### config.mk
export PLATFORM = sky130hd
export DESIGN_NAME = multicycle_controller
export DESIGN_NICKNAME = d
export VERILOG_FILES = /design/src/rtl/multicycle_controller.sv
export SDC_FILE = /design/constraint.sdc
export NUM_CORES = 1
export LEC_CHECK = 0
export BUFFER_PORTS_ARGS = -buffer_cell sky130_fd_sc_hd__buf_2
export CAP_MARGIN = 30
export CELL_PAD_IN_SITES_DETAIL_PLACEMENT = 1
export CELL_PAD_IN_SITES_GLOBAL_PLACEMENT = 2
export CORE_UTILIZATION = 22
export CTS_CLUSTER_SIZE = 28
export DETAILED_ROUTE_END_ITERATION = 16
export PLACE_DENSITY_LB_ADDON = 0.1
export RECOVER_POWER = 50
export SETUP_SLACK_MARGIN = 0.02
export SLEW_MARGIN = 20
export SYNTH_ARGS = -nofsm -noshare
export SYNTH_HDL_FRONTEND = slang
export SYNTH_SLANG_ARGS = --single-unit
### constraint.sdc
create_clock -name clock -period 4.3 [get_ports clock]
set_input_delay 0.86 -clock clock [delete_from_list [all_inputs] [get_ports clock]]
set_output_delay 0.86 -clock clock [all_outputs]
set_load 0.02 [all_outputs]
### src/rtl/multicycle_controller.sv
// Control FSM for the multicycle RV32I core: sequences fetch, decode, address generation,
// execute and writeback over the shared ALU and unified memory port.
module multicycle_controller (
    input  logic       clock,
    input  logic       reset,
    input  logic [6:0] opcode_i,
    input  logic [2:0] funct3_i,
    input  logic       funct7b5_i,
    input  logic       zero_i,
    input  logic       mem_ready_i,
    output logic       pc_write_o,
    output logic       adr_src_o,
    output logic       mem_write_o,
    output logic       ir_write_o,
    output logic [1:0] result_select_o,
    output logic [1:0] alu_src_a_o,
    output logic [1:0] alu_src_b_o,
    output logic [1:0] immediate_select_o,
    output logic [2:0] alu_control_o,
    output logic       reg_write_o,
    output logic       illegal_o
);

    typedef enum logic [3:0] {
        StFetch,
        StDecode,
        StMemAdr,
        StMemRead,
        StMemWb,
        StMemWrite,
        StExecR,
        StExecI,
        StAluWb,
        StBeq,
        StJal,
        StHalt
    } state_e;

    localparam logic [6:0] OpLw  = 7'b0000011;
    localparam logic [6:0] OpSw  = 7'b0100011;
    localparam logic [6:0] OpR   = 7'b0110011;
    localparam logic [6:0] OpI   = 7'b0010011;
    localparam logic [6:0] OpBeq = 7'b1100011;
    localparam logic [6:0] OpJal = 7'b1101111;

    localparam logic [2:0] AluAdd = 3'b000;
    localparam logic [2:0] AluSub = 3'b001;
    localparam logic [2:0] AluAnd = 3'b010;
    localparam logic [2:0] AluOr  = 3'b011;
    localparam logic [2:0] AluSlt = 3'b101;

    state_e     state_q, state_d;
    logic       funct_ok;
    logic [2:0] alu_funct;

    always_ff @(posedge clock or posedge reset) begin
        if (reset) begin
            state_q <= StFetch;
        end else begin
            state_q <= state_d;
        end
    end

    assign funct_ok = (funct3_i == 3'b000) || (funct3_i == 3'b010) ||
                      (funct3_i == 3'b110) || (funct3_i == 3'b111);

    always_comb begin
        alu_funct = AluAdd;
        case (funct3_i)
            3'b000:  alu_funct = ((opcode_i == OpR) && funct7b5_i) ? AluSub : AluAdd;
            3'b010:  alu_funct = AluSlt;
            3'b110:  alu_funct = AluOr;
            3'b111:  alu_funct = AluAnd;
            default: alu_funct = AluAdd;
        endcase
    end

    always_comb begin
        immediate_select_o = 2'b00;
        case (opcode_i)
            OpSw:    immediate_select_o = 2'b01;
            OpBeq:   immediate_select_o = 2'b10;
            OpJal:   immediate_select_o = 2'b11;
            default: immediate_select_o = 2'b00;
        endcase
    end

    always_comb begin
        state_d         = state_q;
        pc_write_o      = 1'b0;
        adr_src_o       = 1'b0;
        mem_write_o     = 1'b0;
        ir_write_o      = 1'b0;
        result_select_o = 2'b00;
        alu_src_a_o     = 2'b00;
        alu_src_b_o     = 2'b00;
        alu_control_o   = AluAdd;
        reg_write_o     = 1'b0;
        illegal_o       = 1'b0;

        case (state_q)
            StFetch: begin
                // PC + 4 goes straight to the PC through the live ALU result
                alu_src_b_o     = 2'b10;
                result_select_o = 2'b10;
                ir_write_o      = mem_ready_i;
                pc_write_o      = mem_ready_i;
                state_d         = mem_ready_i ? StDecode : StFetch;
            end
            StDecode: begin
                alu_src_a_o = 2'b01;
                alu_src_b_o = 2'b01;
                case (opcode_i)
                    OpLw, OpSw: state_d = StMemAdr;
                    OpR:        state_d = funct_ok ? StExecR : StHalt;
                    OpI:        state_d = funct_ok ? StExecI : StHalt;
                    OpBeq:      state_d = StBeq;
                    OpJal:      state_d = StJal;
                    default:    state_d = StHalt;
                endcase
            end
            StMemAdr: begin
                alu_src_a_o = 2'b10;
                alu_src_b_o = 2'b01;
                if (opcode_i == OpLw) begin
                    state_d = StMemRead;
                end else if (opcode_i == OpSw) begin
                    state_d = StMemWrite;
                end else begin
                    state_d = StHalt;
                end
            end
            StMemRead: begin
                adr_src_o = 1'b1;
                state_d   = mem_ready_i ? StMemWb : StMemRead;
            end
            StMemWb: begin
                result_select_o = 2'b01;
                reg_write_o     = 1'b1;
                state_d         = StFetch;
            end
            StMemWrite: begin
                adr_src_o   = 1'b1;
                mem_write_o = 1'b1;
                state_d     = mem_ready_i ? StFetch : StMemWrite;
            end
            StExecR: begin
                alu_src_a_o   = 2'b10;
                alu_control_o = alu_funct;
                state_d       = StAluWb;
            end
            StExecI: begin
                alu_src_a_o   = 2'b10;
                alu_src_b_o   = 2'b01;
                alu_control_o = alu_funct;
                state_d       = StAluWb;
            end
            StAluWb: begin
                reg_write_o = 1'b1;
                state_d     = StFetch;
            end
            StBeq: begin
                // Target was precomputed into the ALU-out register during decode
                alu_src_a_o   = 2'b10;
                alu_control_o = AluSub;
                pc_write_o    = zero_i;
                state_d       = StFetch;
            end
            StJal: begin
                alu_src_a_o = 2'b01;
                alu_src_b_o = 2'b10;
                pc_write_o  = 1'b1;
                state_d     = StAluWb;
            end
            StHalt: begin
                illegal_o = 1'b1;
                state_d   = StHalt;
            end
            default: begin
                state_d = StHalt;
            end
        endcase
    end

endmodule

Yosys cells after proc, flatten, opt, wreduce, memory -nomap -nowiden
Cells that the tools add are included.
- register bits after elaboration: 4
- output and inout bits: 17
- logic and storage cells: 59
- input bits: 15
- reductions and logical operators: 16
- mux-type cells: 22
- equality and inequality tests: 20
- operators by type and width (cell ; number):
    4-bit one-hot mux with 7 select lines ; 1
    4-bit one-hot mux with 5 select lines ; 1
    4-bit by 3-bit == test with 1-bit output, second input constant ; 4
    4-bit == test, second input constant ; 4
    4-bit two-way mux ; 4
    7-bit by 6-bit == test with 1-bit output, second input constant ; 2
    7-bit == test, second input constant ; 2
    2-bit one-hot mux with 2 select lines ; 3
    3-bit one-hot mux with 4 select lines ; 1
    2-bit OR reduction ; 6
    3-bit OR reduction ; 3
    4-bit by 2-bit == test with 1-bit output, second input constant ; 2
    7-bit by 2-bit == test with 1-bit output, second input constant ; 1
    7-bit by 5-bit == test with 1-bit output, second input constant ; 1
    1-bit two-way mux ; 7
    3-bit == test, second input constant ; 2
    3-bit two-way mux ; 2
    2-bit one-hot mux with 3 select lines ; 1
    3-bit one-hot mux with 2 select lines ; 1
    4-bit by 1-bit == test with 1-bit output, second input constant ; 1
    4-bit zero test ; 1
    4-bit OR reduction ; 1
    3-bit by 2-bit == test with 1-bit output, second input constant ; 1
    3-bit zero test ; 1
    3 further kinds ; 5

Logic depth before layout (Yosys ltp)
Gate-level depths: netlist (run 1).
- depth in word-level cells: 7
- mapped depth: 6
- depth with buffers taken out: 5

Worst setup path before layout (run 1)
OpenSTA, ideal clock, no wires.
- path type: input to output
- start: input port opcode_i[3]
- end: output port alu_control_o[0]
- required time: 3.440 ns
- stages on the path: 5
- path slack: 1.636 ns
- buffers on the path: 0
- data arrival time: 1.804 ns
- path through: or2_4 nor3_4 a31oi_1 or3_1 o21ai_2
- cells in the longest elaborated chain, start to end: 5
- ends and longest elaborated chain (what ; line ; source):
    start: declaration ; 6 ; input logic [6:0] opcode_i,
    7-bit by 6-bit == test with 1-bit output ; 70 ; 3'b000: alu_funct = ((opcode_i == OpR) && funct7b5_i) ? AluSub : AluAdd;
    1-bit logical AND ; 70 ;
    1-bit two-way mux ; 70 ;
    3-bit one-hot mux with 4 select lines ; 69 ; case (funct3_i)
    3-bit one-hot mux with 2 select lines ; 101 ; case (state_q)
    end: declaration ; 19 ; output logic [2:0] alu_control_o,
No other way between the ends.

Worst setup path after layout (run 1)
Same ends and word-level chain as after synthesis.

==> results of run 1 <==
## power breakdown
| group | internal [mW] | switching [mW] |
|---|---|---|
| registers | 0.0536 | 0.0613 |
| logic | 0.115 | 0.204 |
| clock network | 0.0311 | 0.0137 |
| total | 0.200 | 0.279 |
## path summary, 6_finish.rpt
check	start	endpoint	slack (ps)	depth (start not counted)
setup / recovery	opcode_i[3]	alu_control_o[0]	1350	7
hold / removal	reset	state_q[3]	500	2
setup reg to reg	state_q[1]	state_q[1]	2530	5
hold reg to reg	state_q[1]	state_q[3]	800	2
max in group asynchronous	reset	state_q[0]	3650	2
min in group clock	state_q[1]	state_q[3]	800	2
## worst reg2reg max path, delay by kind of cell, from the launching register on
kind	cells	cell delay [ps]
buf+inv	1	220
compound gates	1	190
simple gates	3	780
flops	1	520
## metrics by stage
step	util, %	instances
after floorplan	-	88
after global routing	30.5	147
after detailed placement	30.0	144
after CTS	30.9	147
final	30.5	147
after global placement	30.0	144
## cells by family (layout without fill, tap and decap cells)
logic type / count (synthesis) / count (layout) / synth area share [%]
flops: 4 / 4 / 17.7
buf+inv: 10 / 39 / 7.28
compound gates: 20 / 20 / 22.3
simple gates: 51 / 51 / 47.9
xor+xnor: 2 / 2 / 3.09
mux: 1 / 1 / 1.77
## per-layer routing
metal	vias to the layer above	GRT usage [%]
li1	373	-
met1	327	18.6
met2	26	20.9
met3	0	2.61
met4	0	0.439
met5	-	0
## synth_stat cells
cell	number
xor2_1	1
a21oi_1	4
nor3_1	5
nand3_1	6
nor2b_1	4
nor2_1	11
nor3b_1	2
nor4b_1	1
nand2_1	11
or2_2	1
a21boi_0	2
and2_1	1
nor3_4	1
a31oi_1	2
buf_1	1
o211ai_1	2
or3_1	1
o22ai_1	2
a222oi_1	1
nand2b_1	1
buf_2	2
mux2i_1	1
or2_4	1
clkbuf_1	1
a21o_1	1
xnor2_1	1
o21ai_2	1
o21ai_0	5
clkbuf_2	1
nand4_1	3
nor3_2	1
inv_1	5
dfrtp_1	4
nor4_1	1
## area by class of cell
type | instances | area, um2
Inverter | 5 | 18.8
Clock buffer | 3 | 22.5
Timing Repair Buffer | 31 | 150
Sequential cell | 4 | 100
Tap cell | 30 | 37.5
Fill cell | 331 | 1710
Multi-Input combinational cell | 74 | 420
==> run summary, run 1 <==
The startpoint type of the worst setup path was a primary input. The highest metal layer carrying signal wires in the routed design is met3. Relative to the synthesized area, the layout overhead comes to 32.2%. After synthesis the cells add up to 567 um2.

For this run, the number of Yosys warnings is 0. The logs give 103 for the synthesized netlist net count and 1350 ps for the worst setup slack before clock tree synthesis. Grouping stages by cell kind, the critical path spends the most delay in simple AND/OR/NAND/NOR gates. The final total negative setup slack was 0 ps; the post-layout net count was 134. Share of Yosys cell area claimed by the top area cell type: 17.7%.

0 antenna diodes ended up in the layout. The tools report the arrival time reported for the critical path endpoint as 2090 ps. In this run the remaining antenna-violating nets after routing total 0.

Setup repair after global routing left no endpoint under its margin. The post-route netlist has 29.1% of its cells at a drive strength greater than 1. The max-cap violation count is 0, and the setup slack of the critical path after layout is 1350 ps.

The tools report the post-CTS resize count as 0. After detailed routing, the number of vias per cell comes to 4.94. Before antenna repair, the detailed router went through 4 iterations. Library cell used as clock root buffer: clkbuf_4. The critical path in this run is classified as primary input to output pin. The run gives 339 MHz as the highest achievable clock rate. The finished layout cell area came out at 749 um2. A synthesized cell averages 6.44 um2.

The core box area was 2450 um2. The worst pin sits at a relative slew slack of 61.7%. The tools report the largest net degree at the start of global routing as 20. The floorplan step defined a die boundary enclosing 2780 um2. After floorplanning, the core was divided into 18 placement rows.

The share of the clock period used by the worst path after layout is 68.6%, and the via count of the first global-routing pass is 643. The share of the Yosys chip area taken by registers is 17.7%. The slowest stage of the critical path belongs to the cell or3_1. Summing over every cut layer, the via total after detailed routing is 726.

Setup violations remaining at the end of the flow were counted as 0. Top register by number of flip-flops: state_q. The run gives 3 as the number of buffers created by CTS. The routed design could run at a clock period as short as 2950 ps. Among the stages of the critical path, the cell type that occurs most often is buf_2. Number of port buffers: 31. In this run the post-CTS setup repair buffer count came out at 0.

Global-route total usage across every layer: 13.0%. The number of top-level pins is 32. After clock tree synthesis, the clock-pin slew on the worst setup and hold paths is 40 ps. In the synthesized netlist, the number of instances is 88. The placed instances occupy a cell area of 737 um2. After detailed routing, the wire length on met1 is 910 um. Dividing the detail-routed wire length by the instance count gives 12.2 um. The number of antenna violations at the first check in global routing was 0; the total length of routed met3 wires was 92 um. The flow ran to the end, and the final reports show no timing, DRC or antenna violations. For this run, design rule violations remaining after detail routing come to 0. For the worst setup path, the data required time is 3440 ps. The min-delay analysis places its worst path in the category primary input to async pin.

The number of flip-flops in the largest register works out to 4. The congestion estimate from routability-driven global placement came to 0.715. In this design, the stage delay of the slowest critical-path cell is 330 ps. The number of hold buffers added after CTS was 0. The number of register bits inferred by synthesis is 4, and the number of buffer and inverter instances along the worst setup path is 2. The run gives 1 as the count of H-tree levels built during CTS. The library cell used most frequently in the layout, excluding fill and tap cells, is buf_2.

Along the worst path, the maximum fanout reaches 5. The largest registers in the layout are state_q: 4 flops. The HPWL after detailed placement was 1.40 mm.

For the worst voltage drop across the vdd grid, the log shows 0.308 mV. TritonCTS built the clock tree. After detailed routing, the total wire length is 1.79 mm. The signal on the critical path passes through buf_2 -> or2_4 -> nor3_4 -> a31oi_1 -> or3_1 -> o21ai_2 -> buf_2. Dividing total power by cell area gives a power density of 638 nW/um2. The run gives 0 as the max-slew violation total from the final report. For the met2 wire length, the log shows 789 um. Once the floorplan was initialized, standard cells occupied 23.1% of the core. The tools report the final number of hold-violating endpoints as 0.

The pin slew with the least headroom to its limit is 574 ps, and the global-route wire length before repair is 2.77 mm. Yosys attributes the largest share of cell area to dfrtp_1, nand2_1, nor2_1, nand3_1, nor2b_1. In the layout the commonest cells are buf_2, nand2_1, nor2_1. The floorplan die width came out at 52.8 um. The tools report the static leakage power as 0.358 nW. The cell taking the most area after synthesis is dfrtp_1. The first-iteration detailed-routing DRC count was 16.

On the final layout, the worst hold slack is 505 ps. On the final layout, the worst clock skew is 1.89 ps. The run gives 478 uW as the overall power. The tools report the maximum clock insertion buffer count as 2. The clock network latency to the later pin of the worst-skew pair is 230 ps. The clock sink count is 4.

The sum of overflow across all layers after global routing was 0; the die outline height was 52.8 um. STA classifies the critical path endpoint as an output pin. The netlist uses 34 different library cells.
(Power assumes the default switching activity.)
==> inputs of run 2 (changes only) <==
--- a/config.mk
+++ b/config.mk
@@ -9,7 +9,7 @@
 export CAP_MARGIN = 30
 export CELL_PAD_IN_SITES_DETAIL_PLACEMENT = 1
 export CELL_PAD_IN_SITES_GLOBAL_PLACEMENT = 2
-export CORE_UTILIZATION = 22
+export CORE_UTILIZATION = 20
 export CTS_CLUSTER_SIZE = 28
 export DETAILED_ROUTE_END_ITERATION = 16
 export PLACE_DENSITY_LB_ADDON = 0.1
==> constraint.sdc (replaced) <==
create_clock -name clock -period 2.8 [get_ports clock]
set_input_delay 0.56 -clock clock [delete_from_list [all_inputs] [get_ports clock]]
set_output_delay 0.56 -clock clock [all_outputs]
set_load 0.02 [all_outputs]
==> run 2 against run 1 <==
  * Clock power up 59%
  * Cell area up 1.7%
  * Sequential power up 22%
  * Via count up 2.1%
  * Largest power group unchanged
  * Critical path type unchanged
==> run summary, run 2 (same netlist as run 1, synthesis figures left out) <==
The detailed-route DRC error count was 0 (unchanged). For the initial cell density of the core, the log shows 22.1% (-1.0 points). The top cell types in the final layout, fill and taps aside, are buf_2, nand2_1, nor2_1. The run gives 0 (unchanged) as the post-CTS resize count.

The tools report the HPWL after detailed placement as 1.47 mm (+5.1%). The run gives 0 ps (unchanged) as the final total negative setup slack. The total power per unit cell area came out at 987 nW/um2 (+55%).

Traced cell by cell, the critical path runs through buf_2 -> or2_4 -> nor3_4 -> a31oi_1 -> or3_1 -> o21ai_2 -> buf_2. The run gives 0.313 mV (+1.6%) as the worst voltage drop across the vdd grid. For the maximum clock insertion buffer count, the log shows 2 (unchanged).

The share of the clock period used by the worst path after layout is 83.5%. The run gives 0 (unchanged) as the number of setup buffers added after CTS. The antenna cell count was 0 (unchanged); the average wire per cell in the routed design was 12.5 um (+2.5%). The final number of hold-violating endpoints came out at 0 (unchanged). The clock period minus final worst setup slack came out at 2340 ps. Endpoint of the most critical register-to-register path: state_q[3]. The tools report the critical path data required time as 2240 ps (-1200 ps).

The final worst clock skew was 2.07 ps (+0.182 ps). state_q holds more flip-flops than any other register. The startpoint type of the worst setup path was a primary input.

The number of buffer and inverter instances along the worst setup path is 2 (unchanged), and the number of cells on the worst reg-to-reg path is 6 (+1). Full die area: 3050 um2 (+9.6%). The number of vias per cell works out to 4.97 (+0.70%).

The logs give 0.695 (-2.8%) for the final weighted congestion of routability-driven global placement and 0 (unchanged) for the count of nets left with antenna violations after detail routing. The start point of the critical path is opcode_i[3]. Post-layout net count: 136 (+1.5%). STA classifies the critical path endpoint as an output pin. The run finished with clean final reports. Worst-path cell with the longest stage delay: or3_1.

The max-slew violation total from the final report was 0 (unchanged); the biggest fanout along the worst timing path was 5 (unchanged). The area growth from synthesis to layout is 34.4%. TritonCTS built the clock tree. Setup repair after global routing left no endpoint under its margin. In this design, the largest share of critical-path delay is due to simple AND/OR/NAND/NOR gates. The tools report the number of buffers created by CTS as 3 (unchanged). The multi-input gate area in the final layout came out at 420 um2 (unchanged).

The library cell used as clock root buffer is clkbuf_4. The logs give 0 (unchanged) for the max-cap violation count and 1070 ps (-1460 ps) for the worst reg-to-reg setup slack. Share of layout cells above drive strength 1: 30.3% (+1.2 points). The clock sink count came out at 4 (unchanged). Timing would allow up to 427 MHz.

The path class of the tightest hold or removal check is primary input to async pin. The number of flip-flops in the largest register came out at 4 (unchanged). The tools report the global-route total usage across every layer as 13.2% (+0.22 points). The largest registers in the layout are state_q: 4 flops. The largest net degree at the start of global routing was 19 (-5.0%); the number of setup violations in the final report was 0 (unchanged). The count of H-tree levels built during CTS is 1 (unchanged).

The die outline height is 55.2 um (+4.7%), and the clock slew at the register clock pins of the worst setup and hold paths is 40 ps (about the same). The final routed wirelength across all metal layers came out at 1.86 mm (+3.9%). For the number of antenna violations at the first check in global routing, the log shows 0 (unchanged). The startpoint identified for the worst register-to-register timing path is state_q[2]. The logs give 0 (unchanged) for the number of hold-repair buffers added at the cts stage and 100 um2 (unchanged) for the area of all sequential standard cells.

The run gives 49.8% (-12 points) as the worst-case headroom to the max-slew limit. The via count of the first global-routing pass came out at 717 (+12%). The number of top-level pins is 32 (unchanged), and the floorplan die width is 55.2 um (+4.7%). The final core area utilization is 29.7% (-0.85 points). The number of port buffers works out to 31 (unchanged).

The tools report the static leakage power as 0.368 nW (+2.7%). By startpoint and endpoint, the worst setup path is classified as primary input to output pin. The total number of placement rows came out at 18 (unchanged). Commonest non-fill, non-tap cell in the layout: buf_2.

The global-route wire length before repair was 3.27 mm (+18%). Critical path's most frequent cell: buf_2. The maximum single-stage delay on the critical path was 330 ps (about the same); the pin slew with the least headroom to its limit was 753 ps (+179 ps).

The sum of overflow across all layers after global routing is 0 (unchanged), and the arrival time reported for the critical path endpoint is 1780 ps (-310 ps). The count of filler cells inserted in the layout was 354 (+6.9%); the clock network latency to the later pin of the worst-skew pair was 230 ps (about the same). For the total number of vias, the log shows 741 (+2.1%). The first-iteration detailed-routing DRC count is 8 (-8), and the core box area is 2570 um2 (+4.6%). The total iterations of the first detailed-routing run was 4 (unchanged).
[run 2: report_power, final]
part	internal, mW	switching [mW]
Clock	0.0479	0.0233
Combinational	0.189	0.351
Sequential	0.0829	0.0573
[run 2: how the worst max path moves through the flow]
stage,end,cells after the start
floorplan,ir_write_o,3
global placement,alu_control_o[0],7
detailed placement,alu_control_o[0],7
CTS,alu_control_o[0],7
global route,reg_write_o,4
finish,alu_control_o[0],7
[run 2: layout make-up]
cell class,instances,share of cell area (%)
clock buffers,3,2.96
inverters,5,2.46
multi-input cells,74,55.2
flip-flops and latches,4,13.1
well taps,30,4.93
repair buffers,33,21.3
[run 2: through the flow]
stage | cell area, um2 | cells | hold slack (ps) | power [mW] | worst slack [ps]
5_1_grt | 762 | 149 | 215 | 0.831 | 318
6_report | 762 | 149 | 195 | 0.752 | 461
2_1_floorplan | 567 | 88 | 326 | 0.527 | 614
4_1_cts | 774 | 149 | 199 | 0.775 | 440
3_5_place_dp | 752 | 146 | 447 | 0.701 | 448
3_3_place_gp | 752 | 146 | 443 | 0.697 | 457
[run 2: routing by layer]
metal	wire length, um	vias to the layer above	GRT usage, %
li1	-	379	-
met1	923	337	18.0
met2	834	21	20.7
met3	60	4	0.937
met4	42	0	7.50
met5	0	-	0
